===== src/rtl/clk_gen_pkg.sv =====
// Shared constants and parameter helpers for the DAC clock-enable generator.
// Stage indices name the default 49.152 MHz / 2^(3+k) output rates.
package clk_gen_pkg;

  localparam int unsigned MCLK_HZ = 49_152_000;

  typedef enum int unsigned {
    STG_6M144 = 0,
    STG_3M072 = 1,
    STG_1M536 = 2,
    STG_768K  = 3,
    STG_384K  = 4,
    STG_192K  = 5,
    STG_96K   = 6,
    STG_48K   = 7
  } stg_idx_e;

  function automatic int calc_nstg(input int cnt_w, input int pre_w);
    return cnt_w - pre_w + 1;
  endfunction

  function automatic int calc_sel_w(input int nstg);
    return (nstg > 2) ? $clog2(nstg) : 1;
  endfunction

endpackage


===== src/rtl/clk_enable_gen_if.sv =====
// Control/strobe bundle between the clock-enable generator and its consumers.
// The slave modport is the generator side.
interface clk_enable_gen_if
  import clk_gen_pkg::*;
#(
  parameter int CNT_W  = 10,
  parameter int PRE_W  = 3,
  parameter int NUM_CH = 4
);
  localparam int NSTG  = calc_nstg(CNT_W, PRE_W);
  localparam int SEL_W = calc_sel_w(NSTG);

  logic                    run;
  logic                    sync_req;
  logic                    sync_ack;
  logic [NUM_CH*SEL_W-1:0] ch_sel;
  logic [NSTG-1:0]         stg_en;
  logic [NSTG-1:0]         stg_neg_en;
  logic [NUM_CH-1:0]       ch_en;
  logic [NUM_CH-1:0]       ch_neg_en;
  logic [NUM_CH-1:0]       ch_clk;
  logic                    frame_en;
  logic [CNT_W-1:0]        cnt;

  modport master (
    output run, sync_req, ch_sel,
    input  sync_ack, stg_en, stg_neg_en, ch_en, ch_neg_en, ch_clk, frame_en, cnt
  );

  modport slave (
    input  run, sync_req, ch_sel,
    output sync_ack, stg_en, stg_neg_en, ch_en, ch_neg_en, ch_clk, frame_en, cnt
  );

endinterface


===== src/rtl/clk_enable_chan.sv =====
// One selectable output channel: boundary-loaded stage select, clamp,
// strobe mux and the registered 50% duty square wave.
module clk_enable_chan
  import clk_gen_pkg::*;
#(
  parameter int NSTG  = 8,
  parameter int SEL_W = calc_sel_w(NSTG)
) (
  input  logic             clk,
  input  logic             rst_n,
  input  logic             load,
  input  logic             sync,
  input  logic [SEL_W-1:0] sel,
  input  logic [NSTG-1:0]  stg_en,
  input  logic [NSTG-1:0]  stg_neg_en,
  output logic             ch_en,
  output logic             ch_neg_en,
  output logic             ch_clk
);

  localparam logic [SEL_W-1:0] SEL_MAX = SEL_W'(NSTG - 1);

  logic [SEL_W-1:0] sel_clamped;
  logic [SEL_W-1:0] act_sel;

  assign sel_clamped = (sel > SEL_MAX) ? SEL_MAX : sel;
  assign ch_en       = stg_en[act_sel];
  assign ch_neg_en   = stg_neg_en[act_sel];

  // NOTE: sequential state uses <= so every register samples pre-edge values.
  always_ff @(posedge clk or negedge rst_n) begin
    if (!rst_n) begin
      act_sel <= '0;
      ch_clk  <= 1'b0;
    end else begin
      if (load) act_sel <= sel_clamped;
      // A restart or a rate change starts the square wave from low.
      if (sync || (load && (sel_clamped != act_sel))) ch_clk <= 1'b0;
      else if (ch_en)                                 ch_clk <= 1'b1;
      else if (ch_neg_en)                             ch_clk <= 1'b0;
    end
  end

endmodule


===== src/rtl/clk_enable_gen.sv =====
// Power-of-two clock-enable generator: free-running counter, per-stage
// posedge/negedge strobe decode, frame strobe, restart handshake, channels.
module clk_enable_gen
  import clk_gen_pkg::*;
#(
  parameter int CNT_W  = 10,
  parameter int PRE_W  = 3,
  parameter int NUM_CH = 4
) (
  input logic             clk,
  input logic             rst_n,
  clk_enable_gen_if.slave bus
);

  localparam int NSTG  = calc_nstg(CNT_W, PRE_W);
  localparam int SEL_W = calc_sel_w(NSTG);
  localparam logic [PRE_W-1:0] L_POS = PRE_W'((1 << (PRE_W - 1)) - 1);
  localparam logic [PRE_W-1:0] L_NEG = '1;
  localparam logic [NSTG-1:0]  ONES  = '1;

  logic [CNT_W-1:0]  cnt_q;
  logic              sync_ack_q;
  logic [NSTG-1:0]   hi;
  logic [NSTG-1:0]   stg_en;
  logic [NSTG-1:0]   stg_neg_en;
  logic              phase_pos;
  logic              phase_neg;
  logic              frame_en;
  logic              load;
  logic [NUM_CH-1:0] ch_en;
  logic [NUM_CH-1:0] ch_neg_en;
  logic [NUM_CH-1:0] ch_clk;

  always_ff @(posedge clk or negedge rst_n) begin
    if (!rst_n) begin
      cnt_q      <= '0;
      sync_ack_q <= 1'b0;
    end else begin
      sync_ack_q <= bus.sync_req;
      if (bus.sync_req) cnt_q <= '0;
      else if (bus.run) cnt_q <= cnt_q + 1'b1;
    end
  end

  // Upper counter bits; one spare zero bit keeps the width valid when NSTG==1.
  assign hi        = NSTG'(cnt_q >> PRE_W);
  assign phase_pos = bus.run && (cnt_q[PRE_W-1:0] == L_POS);
  assign phase_neg = bus.run && (cnt_q[PRE_W-1:0] == L_NEG);
  assign frame_en  = bus.run && (&cnt_q);
  assign load      = frame_en || bus.sync_req;

  // NOTE: defaults assigned first so the decode cannot infer a latch.
  always_comb begin
    stg_en        = '0;
    stg_neg_en    = '0;
    stg_en[0]     = phase_pos;
    stg_neg_en[0] = phase_neg;
    for (int k = 1; k < NSTG; k++) begin
      stg_en[k]     = phase_pos && ((hi & ~(ONES << k)) == '0);
      stg_neg_en[k] = phase_pos && ((hi & ~(ONES << (k - 1))) == '0) && hi[k-1];
    end
  end

  for (genvar i = 0; i < NUM_CH; i++) begin : g_chan
    clk_enable_chan #(
      .NSTG  (NSTG),
      .SEL_W (SEL_W)
    ) u_chan (
      .clk        (clk),
      .rst_n      (rst_n),
      .load       (load),
      .sync       (bus.sync_req),
      .sel        (bus.ch_sel[i*SEL_W +: SEL_W]),
      .stg_en     (stg_en),
      .stg_neg_en (stg_neg_en),
      .ch_en      (ch_en[i]),
      .ch_neg_en  (ch_neg_en[i]),
      .ch_clk     (ch_clk[i])
    );
  end

  assign bus.cnt        = cnt_q;
  assign bus.sync_ack   = sync_ack_q;
  assign bus.stg_en     = stg_en;
  assign bus.stg_neg_en = stg_neg_en;
  assign bus.frame_en   = frame_en;
  assign bus.ch_en      = ch_en;
  assign bus.ch_neg_en  = ch_neg_en;
  assign bus.ch_clk     = ch_clk;

endmodule


===== src/flat_wrapper.sv =====
// flat-port wrapper written by rule: the top's interface ports become plain ports
module clk_enable_gen_flat import clk_gen_pkg::*;
#(
  parameter int CNT_W  = 10,
  parameter int PRE_W  = 3,
  parameter int NUM_CH = 4
)
  (clk, rst_n, bus_run, bus_sync_req, bus_ch_sel, bus_sync_ack, bus_stg_en, bus_stg_neg_en, bus_ch_en, bus_ch_neg_en, bus_ch_clk, bus_frame_en, bus_cnt);
  clk_enable_gen_if #(.CNT_W(CNT_W), .PRE_W(PRE_W), .NUM_CH(NUM_CH)) bus_i ();
  input logic clk;
  input logic rst_n;
  input wire logic [$bits(bus_i.run)-1:0] bus_run;
  input wire logic [$bits(bus_i.sync_req)-1:0] bus_sync_req;
  input wire logic [$bits(bus_i.ch_sel)-1:0] bus_ch_sel;
  output wire logic [$bits(bus_i.sync_ack)-1:0] bus_sync_ack;
  output wire logic [$bits(bus_i.stg_en)-1:0] bus_stg_en;
  output wire logic [$bits(bus_i.stg_neg_en)-1:0] bus_stg_neg_en;
  output wire logic [$bits(bus_i.ch_en)-1:0] bus_ch_en;
  output wire logic [$bits(bus_i.ch_neg_en)-1:0] bus_ch_neg_en;
  output wire logic [$bits(bus_i.ch_clk)-1:0] bus_ch_clk;
  output wire logic [$bits(bus_i.frame_en)-1:0] bus_frame_en;
  output wire logic [$bits(bus_i.cnt)-1:0] bus_cnt;
  assign bus_i.run = bus_run;
  assign bus_i.sync_req = bus_sync_req;
  assign bus_i.ch_sel = bus_ch_sel;
  assign bus_sync_ack = bus_i.sync_ack;
  assign bus_stg_en = bus_i.stg_en;
  assign bus_stg_neg_en = bus_i.stg_neg_en;
  assign bus_ch_en = bus_i.ch_en;
  assign bus_ch_neg_en = bus_i.ch_neg_en;
  assign bus_ch_clk = bus_i.ch_clk;
  assign bus_frame_en = bus_i.frame_en;
  assign bus_cnt = bus_i.cnt;
  clk_enable_gen #(.CNT_W(CNT_W), .PRE_W(PRE_W), .NUM_CH(NUM_CH)) u_core (.clk(clk), .rst_n(rst_n), .bus(bus_i));
endmodule

===== config.mk =====
export PLATFORM = sky130hd
export DESIGN_NAME = clk_enable_gen_flat
export DESIGN_NICKNAME = d
export VERILOG_FILES = /design/src/rtl/clk_gen_pkg.sv /design/src/rtl/clk_enable_gen_if.sv /design/src/rtl/clk_enable_chan.sv /design/src/rtl/clk_enable_gen.sv /design/src/flat_wrapper.sv
export SDC_FILE = /design/constraint.sdc
export NUM_CORES = 1
export LEC_CHECK = 0
export BUFFER_PORTS_ARGS = -buffer_cell sky130_fd_sc_hd__buf_2
export CAP_MARGIN = 10
export CORE_ASPECT_RATIO = 0.7
export CORE_UTILIZATION = 53
export DETAILED_ROUTE_END_ITERATION = 8
export MAX_ROUTING_LAYER = met4
export PLACE_DENSITY = 0.81
export SYNTH_ARGS = -nofsm -noshare
export SYNTH_HDL_FRONTEND = slang
export SYNTH_HIERARCHICAL = 1
export SYNTH_SLANG_ARGS = --single-unit

===== constraint.sdc =====
create_clock -name clk -period 3.2 [get_ports clk]
set_input_delay 0.32 -clock clk [delete_from_list [all_inputs] [get_ports clk]]
set_output_delay 0.32 -clock clk [all_outputs]
set_load 0.01 [all_outputs]

# Yosys cells after proc, flatten, opt, wreduce, memory -nomap -nowiden
# Index checks and enable logic that the tools add are counted.
[op_classes] add_sub_neg=1 n_mul=0 div_mod_pow=0 order_cmp=8 n_eq_ne=6 shift=0 n_mux=34 n_bitwise=0 reduce_logical=39
[op_table] op="logical NOT 8 bit" n=7
[op_table] op="binary-select mux 1 bit (select 3 bit)" n=8
[op_table] op="logical AND 1 bit" n=21
[op_table] op="2-to-1 mux 1 bit" n=20
[op_table] op="2-to-1 mux 10 bit" n=2
[op_table] op="< comparator 3 x 4 -> 1 bit (second input constant)" n=4
[op_table] op="> comparator 3 bit (second input constant)" n=4
[op_table] op="2-to-1 mux 3 bit" n=4
[op_table] op="!= test 3 bit" n=4
[op_table] op="nonzero test 3 bit" n=4
[op_table] op="adder 10 x 1 -> 10 bit (second input constant)" n=1
[op_table] op="AND reduction 10 bit" n=1
[op_table] op="logical OR 1 bit" n=5
[op_table] op="== test 3 x 2 -> 1 bit (second input constant)" n=1
[op_table] op="== test 3 bit (second input constant)" n=1
[op_table] op="nonzero test 2 bit" n=1
[word_totals] register_bits=27 latchBits=0 ram_bits=0 rom_bits=0 out_inout_bits=40 mem_count=0

# Longest topological paths before layout
# Gate-level depths: netlist (run 1).
[logic_depth] depth_word=9 ltp_mapped=9

# Cells and area by module
# The synthesis (run 1) kept the hierarchy.
[by_module_without_submodules] module="clk_enable_chan" instances=4 cells_each=21 area_each_um2=330.3
[by_module_without_submodules] module="clk_enable_gen" instances=1 cells_each=78 area_each_um2=744.5

# Worst setup path after synthesis (run 1)
# No wires, ideal clock.
[synth_path] path_kind="flip-flop to flip-flop" from="register u_core.cnt_q[0], in the netlist u_core/bus.cnt[0]" to="register u_core.g_chan[0].u_chan.ch_clk" setup_ps=87 arrival_time_ps=2640 setup_slack_ps=474 stages_incl_launch_ff=9 period_less_slack_ps=2726 path_cell_list="dfrtp_1 ha_1 nand4bb_4 or4_4 nor4_1 mux4_1 mux2_2 o21ba_1 a211oi_2"
[synth_via] elab_chain_cells=7 word_cells_on_any_way=30 classes_between="eq/ne (2); mux (6); reduce/logical (22)"
[synth_rtl] item="start: declaration" line_no="clk_enable_gen.sv:21" rtl="logic [CNT_W-1:0] cnt_q;"
[synth_rtl] item="start signal: assignment" line_no="clk_enable_gen.sv:41" rtl="else if (bus.run) cnt_q <= cnt_q + 1'b1;"
[synth_rtl] item="== test 3 x 2 -> 1 bit (*)" line_no="clk_enable_gen.sv:47" rtl="assign phase_pos = bus.run && (cnt_q[PRE_W-1:0] == L_POS);"
[synth_rtl] item="logical AND 1 bit (*)" line_no="clk_enable_gen.sv:47"
[synth_rtl] item="logical AND 1 bit (*)" line_no="clk_enable_gen.sv:59" rtl="stg_en[k] = phase_pos && ((hi & ~(ONES << k)) == '0);"
[synth_rtl] item="net bus_stg_en[7]" line_no="flat_wrapper.sv:16" rtl="output wire logic [$bits(bus_i.stg_en)-1:0] bus_stg_en;"
[synth_rtl] item="binary-select mux 1 bit (select 3 bit) (*)" line_no="clk_enable_chan.sv:27" rtl="assign ch_en = stg_en[act_sel];"
[synth_rtl] item="2-to-1 mux 1 bit (implied by the code) (*)" line_no="clk_enable_chan.sv:27"
[synth_rtl] item="net bus_ch_en[0]" line_no="flat_wrapper.sv:18" rtl="output wire logic [$bits(bus_i.ch_en)-1:0] bus_ch_en;"
[synth_rtl] item="2-to-1 mux 1 bit" line_no="clk_enable_chan.sv:39" rtl="else if (ch_en) ch_clk <= 1'b1;"
[synth_rtl] item="2-to-1 mux 1 bit" line_no="clk_enable_chan.sv:38" rtl="if (sync || (load && (sel_clamped != act_sel))) ch_clk <= 1'b0;"
[synth_rtl] item="end signal: assignment" line_no="clk_enable_chan.sv:38"
[synth_rtl] item="end signal: assignment" line_no="clk_enable_chan.sv:39"
[synth_rtl] item="end signal: assignment" line_no="clk_enable_chan.sv:40" rtl="else if (ch_neg_en) ch_clk <= 1'b0;"
[synth_rtl] item="end: declaration" line_no="clk_enable_chan.sv:18" rtl="output logic ch_clk"
# The timed path passes the listed nets; every way through them passes the cells marked *. The select of a mux whose other input is x is not followed.
# A chain may end at the register's enable or synchronous reset.

# Worst setup path in the final report (run 1)
[layout_path] from="register u_core.cnt_q[0], in the netlist u_core/bus.cnt[0]" to="output bus_ch_en[1]"
[layout_via] elab_chain_cells=5 word_cells_on_any_way=11 classes_between="eq/ne (1); mux (2); reduce/logical (8)"
[layout_rtl] item="== test 3 x 2 -> 1 bit (*)" line_no="clk_enable_gen.sv:47"
[layout_rtl] item="logical AND 1 bit (*)" line_no="clk_enable_gen.sv:47"
[layout_rtl] item="logical AND 1 bit" line_no="clk_enable_gen.sv:59"
[layout_rtl] item="binary-select mux 1 bit (select 3 bit) (*)" line_no="clk_enable_chan.sv:27"
[layout_rtl] item="2-to-1 mux 1 bit (implied by the code) (*)" line_no="clk_enable_chan.sv:27"
[layout_rtl] item="end: declaration" line_no="flat_wrapper.sv:18"
# Mark *: on every way between the ends. The rest lies on a longest branch, timed or not. The select of a mux whose other input is x is not followed.

==> results.rst, run 1 <==
.. list-table::
   :header-rows: 1

   * - Metric
     - Value
   * - Status
     - complete, no violations
   * - Cell count after placement
     - roughly 260
   * - Time the worst path needs with I/O delays and setup
     - 2.97 ns
   * - Tcrit/Tclk final
     - 92.9%
   * - Clock tree from TritonCTS
     - built
   * - Met3 Use GR
     - 4.50%
   * - Maximum vdd ir drop
     - around 0.17 mV
   * - Global-route wire length before repair
     - between 7000 and 8000 um
   * - Synthesized net count
     - 180
   * - Synthesis Warnings
     - 6
   * - Final hold violations
     - 0
   * - Half-perimeter wire length after placement
     - 3390 um
   * - Synth area leader
     - sky130_fd_sc_hd__dfrtp_1
   * - Total global routing track utilization
     - 23.9%
   * - Post-route insts no fill
     - 263
   * - Routability Congestion
     - 0.878
   * - Number of antenna-violating nets in the routed design
     - 0
   * - Layer with the highest usage
     - met2
   * - Post-synthesis sequential area ratio
     - 32.7%
   * - Combined area of all synthesized cells
     - 2070 um^2
   * - Final setup skew
     - 0.00781 ns
   * - Number of DRC markers after the initial detailed-route iteration
     - 73
   * - Setup Total Neg Slack
     - 0 ns
   * - Largest driver fanout on the critical path
     - 5
   * - Maximum achievable frequency
     - 336 MHz
   * - Class of the worst hold path
     - in2async
   * - Via-to-Cell Ratio
     - 5.89
   * - Worst rel slew slack
     - 59.5%
   * - Vert. Die Dim
     - 54.2 um
   * - Area enclosed by the die boundary
     - 4160 um^2
   * - Number of synthesized register bits
     - 27
   * - Filler cells
     - 284
   * - Total CTS buffers
     - 3
   * - Leakage power
     - 0.00119 uW
   * - Quantity of I/O buffers inserted on ports
     - 55
   * - Initial core utilization
     - 57.0%
   * - Number of antenna violations at the first check in global routing
     - 0
   * - Met2 track demand over resource
     - 37.4%
   * - Endpoint class of the critical path
     - output port
   * - Total of hold buffers inserted after clock tree synthesis
     - 0
   * - Total overflow reported by the global router
     - 0
   * - Clock transition at the registers of the reported paths
     - roughly 0.10 ns
   * - Detailed Route WL
     - 4570 um
   * - Slew @ Worst Pin
     - ~0.61 ns
   * - Power density over the cells
     - 301 nW/um^2
   * - Setup repair after global routing missed its margin
     - false
   * - Source-to-sink clock delay at the later pin of the worst-skew pair
     - roughly 0.28 ns
   * - Post-placement worst setup slack
     - 0.577 ns
   * - Number of rows in the core area
     - 18
   * - Post-layout total power
     - 709 uW
   * - Clock buffer depth
     - 2
   * - Post-synthesis cell count
     - 162
   * - Top_reg_cell synth
     - sky130_fd_sc_hd__dfrtp_1
   * - Final net count
     - 232
   * - Number of setup buffers added after CTS
     - 0
   * - Clock sink total
     - 27
   * - Synthesis-to-layout area growth
     - 13.9%
   * - Number of H-tree levels
     - 1
   * - Library cell used as clock root buffer
     - sky130_fd_sc_hd__clkbuf_8
   * - Number of enable flip-flop cells after synthesis
     - 0
   * - Share of flip-flops with an asynchronous set or reset
     - 100%
   * - Fraction of final layout cells sized beyond drive strength 1
     - between 40% and 50%
   * - Maximum number of pins on one net before global-route repair
     - 28
   * - Max cap viols
     - 0
   * - Final worst setup slack
     - 0.228 ns
   * - Global Route met1 Usage
     - 32.1%
   * - Total of cells resized after clock tree synthesis
     - 0
   * - Unique masters post-synth
     - 35
   * - Core outline area
     - 3630 um^2
   * - Final-report max-slew violation count
     - 0
   * - Total number of vias
     - roughly 1500
   * - Per-instance average area after synthesis
     - around 13 um^2
   * - Worst EP arrival
     - roughly 2.7 ns
   * - Area fraction of the dominant cell type after synthesis
     - 32.7%
   * - Leading cell types by total area after synthesis
     - sky130_fd_sc_hd__dfrtp_1, sky130_fd_sc_hd__mux4_1, sky130_fd_sc_hd__mux2_2
   * - Initial DRT Pass Iterations
     - 4
   * - Final-layout worst hold slack
     - 0.0350 ns
   * - Number of global-route vias before repair
     - 1425
   * - Critical path type
     - reg2out
   * - Ports placed on the boundary
     - 56
   * - Setup crit start kind
     - flop
   * - # DRC
     - 0
   * - Setup-violating endpoint count in the final report
     - 0
   * - Count of antenna diodes in the layout
     - 0
   * - Data required time at the worst endpoint
     - approximately 2.9 ns
   * - Chip width
     - 76.6 um
   * - Routed WL per cell
     - 17.4 um
==> area by class of cell <==
cell class,instances,area [um^2],share of cell area [%]
clock inverter,1,5.00,0.213
sequential,27,676,28.7
multi-input combinational,116,1240,52.7
tap,50,62.6,2.66
timing repair buffer,58,298,12.7
inverter,8,30.0,1.28
clock buffer,3,41.3,1.75
==> placed cells by master (no fill, tap or decap), types with 2 or more instances in the layout <==
cell,netlist,final
sky130_fd_sc_hd__ha_1,2,2
sky130_fd_sc_hd__inv_1,8,8
sky130_fd_sc_hd__nor4_1,2,2
sky130_fd_sc_hd__buf_2,0,55
sky130_fd_sc_hd__dfrtp_1,27,27
sky130_fd_sc_hd__a211oi_2,4,4
sky130_fd_sc_hd__nor2_1,7,7
sky130_fd_sc_hd__o21ai_0,4,4
sky130_fd_sc_hd__and2_1,5,5
sky130_fd_sc_hd__xnor2_1,13,13
sky130_fd_sc_hd__nand2_1,4,4
sky130_fd_sc_hd__nand4_1,3,3
sky130_fd_sc_hd__or3_1,2,2
sky130_fd_sc_hd__xor2_1,3,3
sky130_fd_sc_hd__nor3_1,4,4
sky130_fd_sc_hd__nand3_1,6,6
sky130_fd_sc_hd__a21oi_1,5,5
sky130_fd_sc_hd__mux2_2,20,20
sky130_fd_sc_hd__clkbuf_8,2,3
sky130_fd_sc_hd__or3_2,2,2
sky130_fd_sc_hd__buf_4,2,3
sky130_fd_sc_hd__mux4_1,16,16
sky130_fd_sc_hd__o21ba_1,4,4
==> layer usage <==
layer / vias up / share of wire (%) / wire (um)
met5: - / 0 / 0
met4: 0 / 0.77 / 35
met3: 4 / 6.7 / 305
met2: 62 / 48 / 2200
met1: 758 / 44 / 2030
li1: 724 / - / -
==> worst paths after layout <==
check / start / to / slack, ns / cells past startpoint
max in group asynchronous: rst_n / u_core/g_chan[3].u_chan/ch_clk / 2.76 / 1
min in group clk: bus_ch_sel[3] / u_core/g_chan[1].u_chan/act_sel[0] / 0.29 / 2
hold reg to reg: u_core/g_chan[0].u_chan/act_sel[2] / u_core/g_chan[0].u_chan/act_sel[2] / 0.62 / 1
hold / removal: rst_n / u_core/bus.cnt[7] / 0.04 / 1
setup reg to reg: u_core/bus.cnt[0] / u_core/g_chan[3].u_chan/ch_clk / 0.54 / 8
setup / recovery: u_core/bus.cnt[0] / bus_ch_en[1] / 0.23 / 7
==> cell families after synthesis <==
| logic type | share of synthesized area (%) |
|---|---|
| AOI/OAI and AO/OA | 7.33 |
| xor gates and xnor gates | 6.78 |
| adders and majority gates | 1.21 |
| buffers and inverters | 7.21 |
| DFF | 32.7 |
| muxes | 31.7 |
| and+or+nand+nor | 13.0 |
==> cell usage after synthesis, types with 2 or more instances <==
library cell               count
sky130_fd_sc_hd__xnor2_1      13
sky130_fd_sc_hd__o21ai_0       4
sky130_fd_sc_hd__a21oi_1       5
sky130_fd_sc_hd__nor4_1        2
sky130_fd_sc_hd__nand2_1       4
sky130_fd_sc_hd__a211oi_2      4
sky130_fd_sc_hd__or3_1         2
sky130_fd_sc_hd__mux2_2       20
sky130_fd_sc_hd__xor2_1        3
sky130_fd_sc_hd__inv_1         8
sky130_fd_sc_hd__nand4_1       3
sky130_fd_sc_hd__nor3_1        4
sky130_fd_sc_hd__ha_1          2
sky130_fd_sc_hd__o21ba_1       4
sky130_fd_sc_hd__or3_2         2
sky130_fd_sc_hd__and2_1        5
sky130_fd_sc_hd__clkbuf_8      2
sky130_fd_sc_hd__buf_4         2
sky130_fd_sc_hd__nand3_1       6
sky130_fd_sc_hd__buf_6         5
sky130_fd_sc_hd__mux4_1       16
sky130_fd_sc_hd__nor2_1        7
sky130_fd_sc_hd__dfrtp_1      27
==> registers in the layout, summed over array words and instances, names as in the netlist <==
name                          cells
u_core/bus.cnt                   10
u_core/bus.sync_ack               1
u_core/g_chan.u_chan/act_sel     12
u_core/g_chan.u_chan/ch_clk       4
==> where the power goes <==
part | total, uW | internal (uW) | leakage, uW | switching (uW)
combinational | 118 | 68.2 | 0.000819 | 50.2
clock | 197 | 87.4 | 0.0000255 | 110
sequential | 394 | 360 | 0.000346 | 33.8
==> critical path, stage by stage (launching register included) <==
cell and delay, ns:
sky130_fd_sc_hd__dfrtp_1 0.44, sky130_fd_sc_hd__ha_1 0.26, sky130_fd_sc_hd__nand4bb_4 0.14, sky130_fd_sc_hd__or4_4 0.46
sky130_fd_sc_hd__nor3_1 0.43, sky130_fd_sc_hd__mux4_1 0.34, sky130_fd_sc_hd__mux2_2 0.16, sky130_fd_sc_hd__buf_2 0.12
==> metrics by stage <==
| step | util, % | instance area (um^2) |
|---|---|---|
| 2_1_floorplan | - | 2070 |
| 3_3_place_gp | 63.6 | 2310 |
| 3_5_place_dp | 63.6 | 2310 |
| 4_1_cts | 64.9 | 2350 |
| 5_1_grt | 64.9 | 2350 |
| 6_report | 64.9 | 2350 |
Note: power is estimated with default switching activity, not from simulation.
==> inputs of run 2 (changes only) <==
--- a/config.mk
+++ b/config.mk
@@ -5,13 +5,14 @@
 export SDC_FILE = /design/constraint.sdc
 export NUM_CORES = 1
 export LEC_CHECK = 0
+export ABC_AREA = 1
 export BUFFER_PORTS_ARGS = -buffer_cell sky130_fd_sc_hd__buf_2
 export CAP_MARGIN = 10
 export CORE_ASPECT_RATIO = 0.7
-export CORE_UTILIZATION = 53
+export CORE_UTILIZATION = 54
 export DETAILED_ROUTE_END_ITERATION = 8
 export MAX_ROUTING_LAYER = met4
-export PLACE_DENSITY = 0.81
+export PLACE_DENSITY = 0.8
 export SYNTH_ARGS = -nofsm -noshare
 export SYNTH_HDL_FRONTEND = slang
 export SYNTH_HIERARCHICAL = 1
==> results.rst, run 2 <==
.. list-table::
   :header-rows: 1

   * - Metric
     - Value
   * - Synth area leader
     - sky130_fd_sc_hd__dfrtp_1
   * - Most frequent cells in the layout
     - sky130_fd_sc_hd__nand2_1, sky130_fd_sc_hd__inv_1, sky130_fd_sc_hd__buf_2, sky130_fd_sc_hd__nand3_1, sky130_fd_sc_hd__nor2_1
   * - Combined area of all synthesized cells
     - 2330 um^2
   * - Chip width
     - approximately 81 um
   * - Critical path type
     - reg2out
   * - Via-to-Cell Ratio
     - around 5.2
   * - Routability Congestion
     - between 0.9 and 1
   * - Max cap viols
     - 0
   * - Cell count after placement
     - 472
   * - Global-route wire length before repair
     - 10300 um
   * - # DRC
     - 0
   * - Detailed Route WL
     - 6130 um
   * - Total of cells resized after clock tree synthesis
     - 0
   * - Number of DRC markers after the initial detailed-route iteration
     - 175
   * - Fraction of power spent switching nets
     - a little over a third
   * - Initial core utilization
     - 58.1%
   * - Clock transition at the registers of the reported paths
     - 0.10 ns
   * - Clock sink total
     - 27
   * - Total overflow reported by the global router
     - 0
   * - Half-perimeter wire length after placement
     - 4480 um
   * - Count of antenna diodes in the layout
     - 0
   * - Worst EP arrival
     - 2.58 ns
   * - Number of synthesized register bits
     - 27
   * - Maximum number of pins on one net before global-route repair
     - 29
   * - Largest driver fanout on the critical path
     - 7
   * - Launch instance of the worst register-to-register path
     - u_core/bus.cnt[1]
   * - Number of H-tree levels
     - 1
   * - Ports placed on the boundary
     - 56
   * - Number of enable flip-flop cells after synthesis
     - 0
   * - Post-synthesis sequential area ratio
     - 29.0%
   * - Total global routing track utilization
     - 30.0%
   * - Final net count
     - 443
   * - Number of global-route vias before repair
     - 2140
   * - Share of flip-flops with an asynchronous set or reset
     - 100%
   * - Unique masters post-synth
     - 25
   * - Final hold violations
     - 0
   * - Final setup skew
     - 0.00466 ns
   * - Quantity of I/O buffers inserted on ports
     - 55
   * - Class of the worst hold path
     - in2async
   * - Initial DRT Pass Iterations
     - 5
   * - Maximum achievable frequency
     - roughly 350 MHz
   * - Area fraction of the dominant cell type after synthesis
     - 29.0%
   * - Time the worst path needs with I/O delays and setup
     - 2.90 ns
   * - Area enclosed by the die boundary
     - 4590 um^2
   * - Endpoint class of the critical path
     - output port
   * - Number of setup buffers added after CTS
     - 0
   * - Number of antenna violations at the first check in global routing
     - 0
   * - Combinational Power Share
     - approximately a quarter
   * - Number of rows in the core area
     - 19
   * - Clock buffer depth
     - 2
   * - Filler cells
     - between 400 and 500
   * - Number of antenna-violating nets in the routed design
     - 0
   * - Biggest register
     - u_core/g_chan.u_chan/act_sel
   * - Core outline area
     - 4020 um^2
   * - Status
     - complete, no violations
   * - Post-synthesis cell count
     - 372
   * - Slew @ Worst Pin
     - 0.862 ns
   * - Final worst setup slack
     - approximately 0.30 ns
   * - Most common cell after layout, fill and taps aside
     - sky130_fd_sc_hd__nand2_1
   * - Setup crit start kind
     - flop
   * - Synthesized net count
     - 390
   * - Internal portion of total power
     - approximately 540 uW
   * - Routed WL per cell
     - around 13 um
   * - Post-route insts no fill
     - 476
   * - Most numerous cell types in the synthesized netlist
     - sky130_fd_sc_hd__nand2_1, sky130_fd_sc_hd__inv_1, sky130_fd_sc_hd__nand3_1
   * - Final-report max-slew violation count
     - 0
   * - Setup-violating endpoint count in the final report
     - 0
   * - Worst reg-to-reg setup slack
     - 0.83 ns
   * - Synthesis Warnings
     - 6
   * - Source-to-sink clock delay at the later pin of the worst-skew pair
     - 0.28 ns
   * - Library cell used as clock root buffer
     - sky130_fd_sc_hd__clkbuf_8
   * - Number of flip-flops under the largest register name
     - 12
   * - Total CTS buffers
     - 3
   * - Total number of vias
     - 2476
   * - Synthesis-to-layout area growth
     - 13.5%
   * - Fraction of final layout cells sized beyond drive strength 1
     - 21.0%
   * - Cell count of the worst reg-to-reg path
     - 12
   * - Core utilization of the finished layout
     - between 60% and 70%
   * - Sequential share of power
     - 48.5%
   * - Data required time at the worst endpoint
     - ~2.9 ns
   * - Leakage power
     - 0.00144 uW
   * - Clock network power share
     - 24.8%
   * - Psw
     - 291 uW
   * - Final-layout worst hold slack
     - 0.0449 ns
   * - Tcrit/Tclk final
     - between 90% and 100%
   * - Endpoint of the lowest-slack register-to-register path
     - u_core/g_chan[2].u_chan/ch_clk
   * - Power density over the cells
     - 312 nW/um^2
   * - Vert. Die Dim
     - between 50 and 60 um
   * - Most used standard cell by instance count after synthesis
     - sky130_fd_sc_hd__nand2_1
   * - Per-instance average area after synthesis
     - around 6.3 um^2
   * - Setup Total Neg Slack
     - 0 ns
   * - Setup repair after global routing missed its margin
     - false
   * - Leading cell types by total area after synthesis
     - sky130_fd_sc_hd__dfrtp_1, sky130_fd_sc_hd__nand2_1, sky130_fd_sc_hd__inv_1
   * - Maximum vdd ir drop
     - 0.232 mV
   * - Worst rel slew slack
     - 42.4%
   * - Total of hold buffers inserted after clock tree synthesis
     - 0
   * - Clock tree from TritonCTS
     - built
   * - Post-placement worst setup slack
     - 0.720 ns
   * - Top_reg_cell synth
     - sky130_fd_sc_hd__dfrtp_1
run 2: worst max path at each step:
stage	cells past startpoint	slack, ns	endpoint	startpoint
2_1_floorplan	11	0.89	bus_ch_neg_en[0]	u_core/bus.cnt[1]
3_3_place_gp	12	0.81	bus_ch_neg_en[1]	u_core/bus.cnt[1]
3_5_place_dp	12	0.72	bus_ch_neg_en[2]	u_core/bus.cnt[1]
4_1_cts	12	0.38	bus_ch_neg_en[2]	u_core/bus.cnt[1]
5_1_grt	12	0.04	bus_ch_neg_en[1]	u_core/bus.cnt[1]
6_report	12	0.30	bus_ch_neg_en[2]	u_core/bus.cnt[1]
run 2: final cells by class:
| class | count | area, um^2 | share of cell area (%) |
|---|---|---|---|
| Tap cell | 52 | 65.1 | 2.46 |
| Inverter | 77 | 309 | 11.7 |
| Clock inverter | 1 | 5.00 | 0.189 |
| Sequential cell | 27 | 676 | 25.5 |
| Multi-Input combinational cell | 261 | 1280 | 48.2 |
| Timing Repair Buffer | 55 | 275 | 10.4 |
| Clock buffer | 3 | 41.3 | 1.56 |
run 2: worst max-delay path, stage by stage (launching register included):
cell and delay, ns:
sky130_fd_sc_hd__dfrtp_1 0.44, sky130_fd_sc_hd__ha_1 0.29, sky130_fd_sc_hd__nand3_4 0.14, sky130_fd_sc_hd__nor2_4 0.19
sky130_fd_sc_hd__inv_1 0.09, sky130_fd_sc_hd__nor3_1 0.53, sky130_fd_sc_hd__inv_1 0.10, sky130_fd_sc_hd__nand2_1 0.08
sky130_fd_sc_hd__nand3_1 0.08, sky130_fd_sc_hd__nand3_1 0.10, sky130_fd_sc_hd__nand2_1 0.08, sky130_fd_sc_hd__inv_1 0.05
sky130_fd_sc_hd__buf_2 0.11
run 2: through the flow:
stage / total power (uW) / cell area, um^2
floorplan: 560 / 2330
global placement: 620 / 2600
detailed placement: 625 / 2600
CTS: 830 / 2650
global route: 879 / 2650
finish: 827 / 2650
run 2: cell families (layout without fill, tap and decap cells):
kind of cell | after synthesis | in the layout | synth area share, %
AOI/OAI and AO/OA | 32 | 32 | 7.61
xor gates and xnor gates | 12 | 12 | 4.50
adders and majority gates | 2 | 2 | 1.07
buffers and inverters | 84 | 136 | 16.3
DFF | 27 | 27 | 29.0
and+or+nand+nor | 215 | 215 | 41.6
run 2: metal layers:
| metal | track usage, % | up-vias | routed length (um) |
|---|---|---|---|
| met1 | 41.6 | 1094 | 2800 |
| met4 | 8.67 | 0 | 56 |
| li1 | - | 1238 | - |
| met5 | - | - | 0 |
| met2 | 45.6 | 132 | 2700 |
| met3 | 4.48 | 12 | 574 |
run 2: power groups by stage:
stage	registers [uW]	logic, uW	clock network (uW)
after floorplan	390	170	0
after global placement	405	214	0
after detailed placement	406	219	0
after CTS	400	220	210
after global routing	405	251	223
final	401	221	205
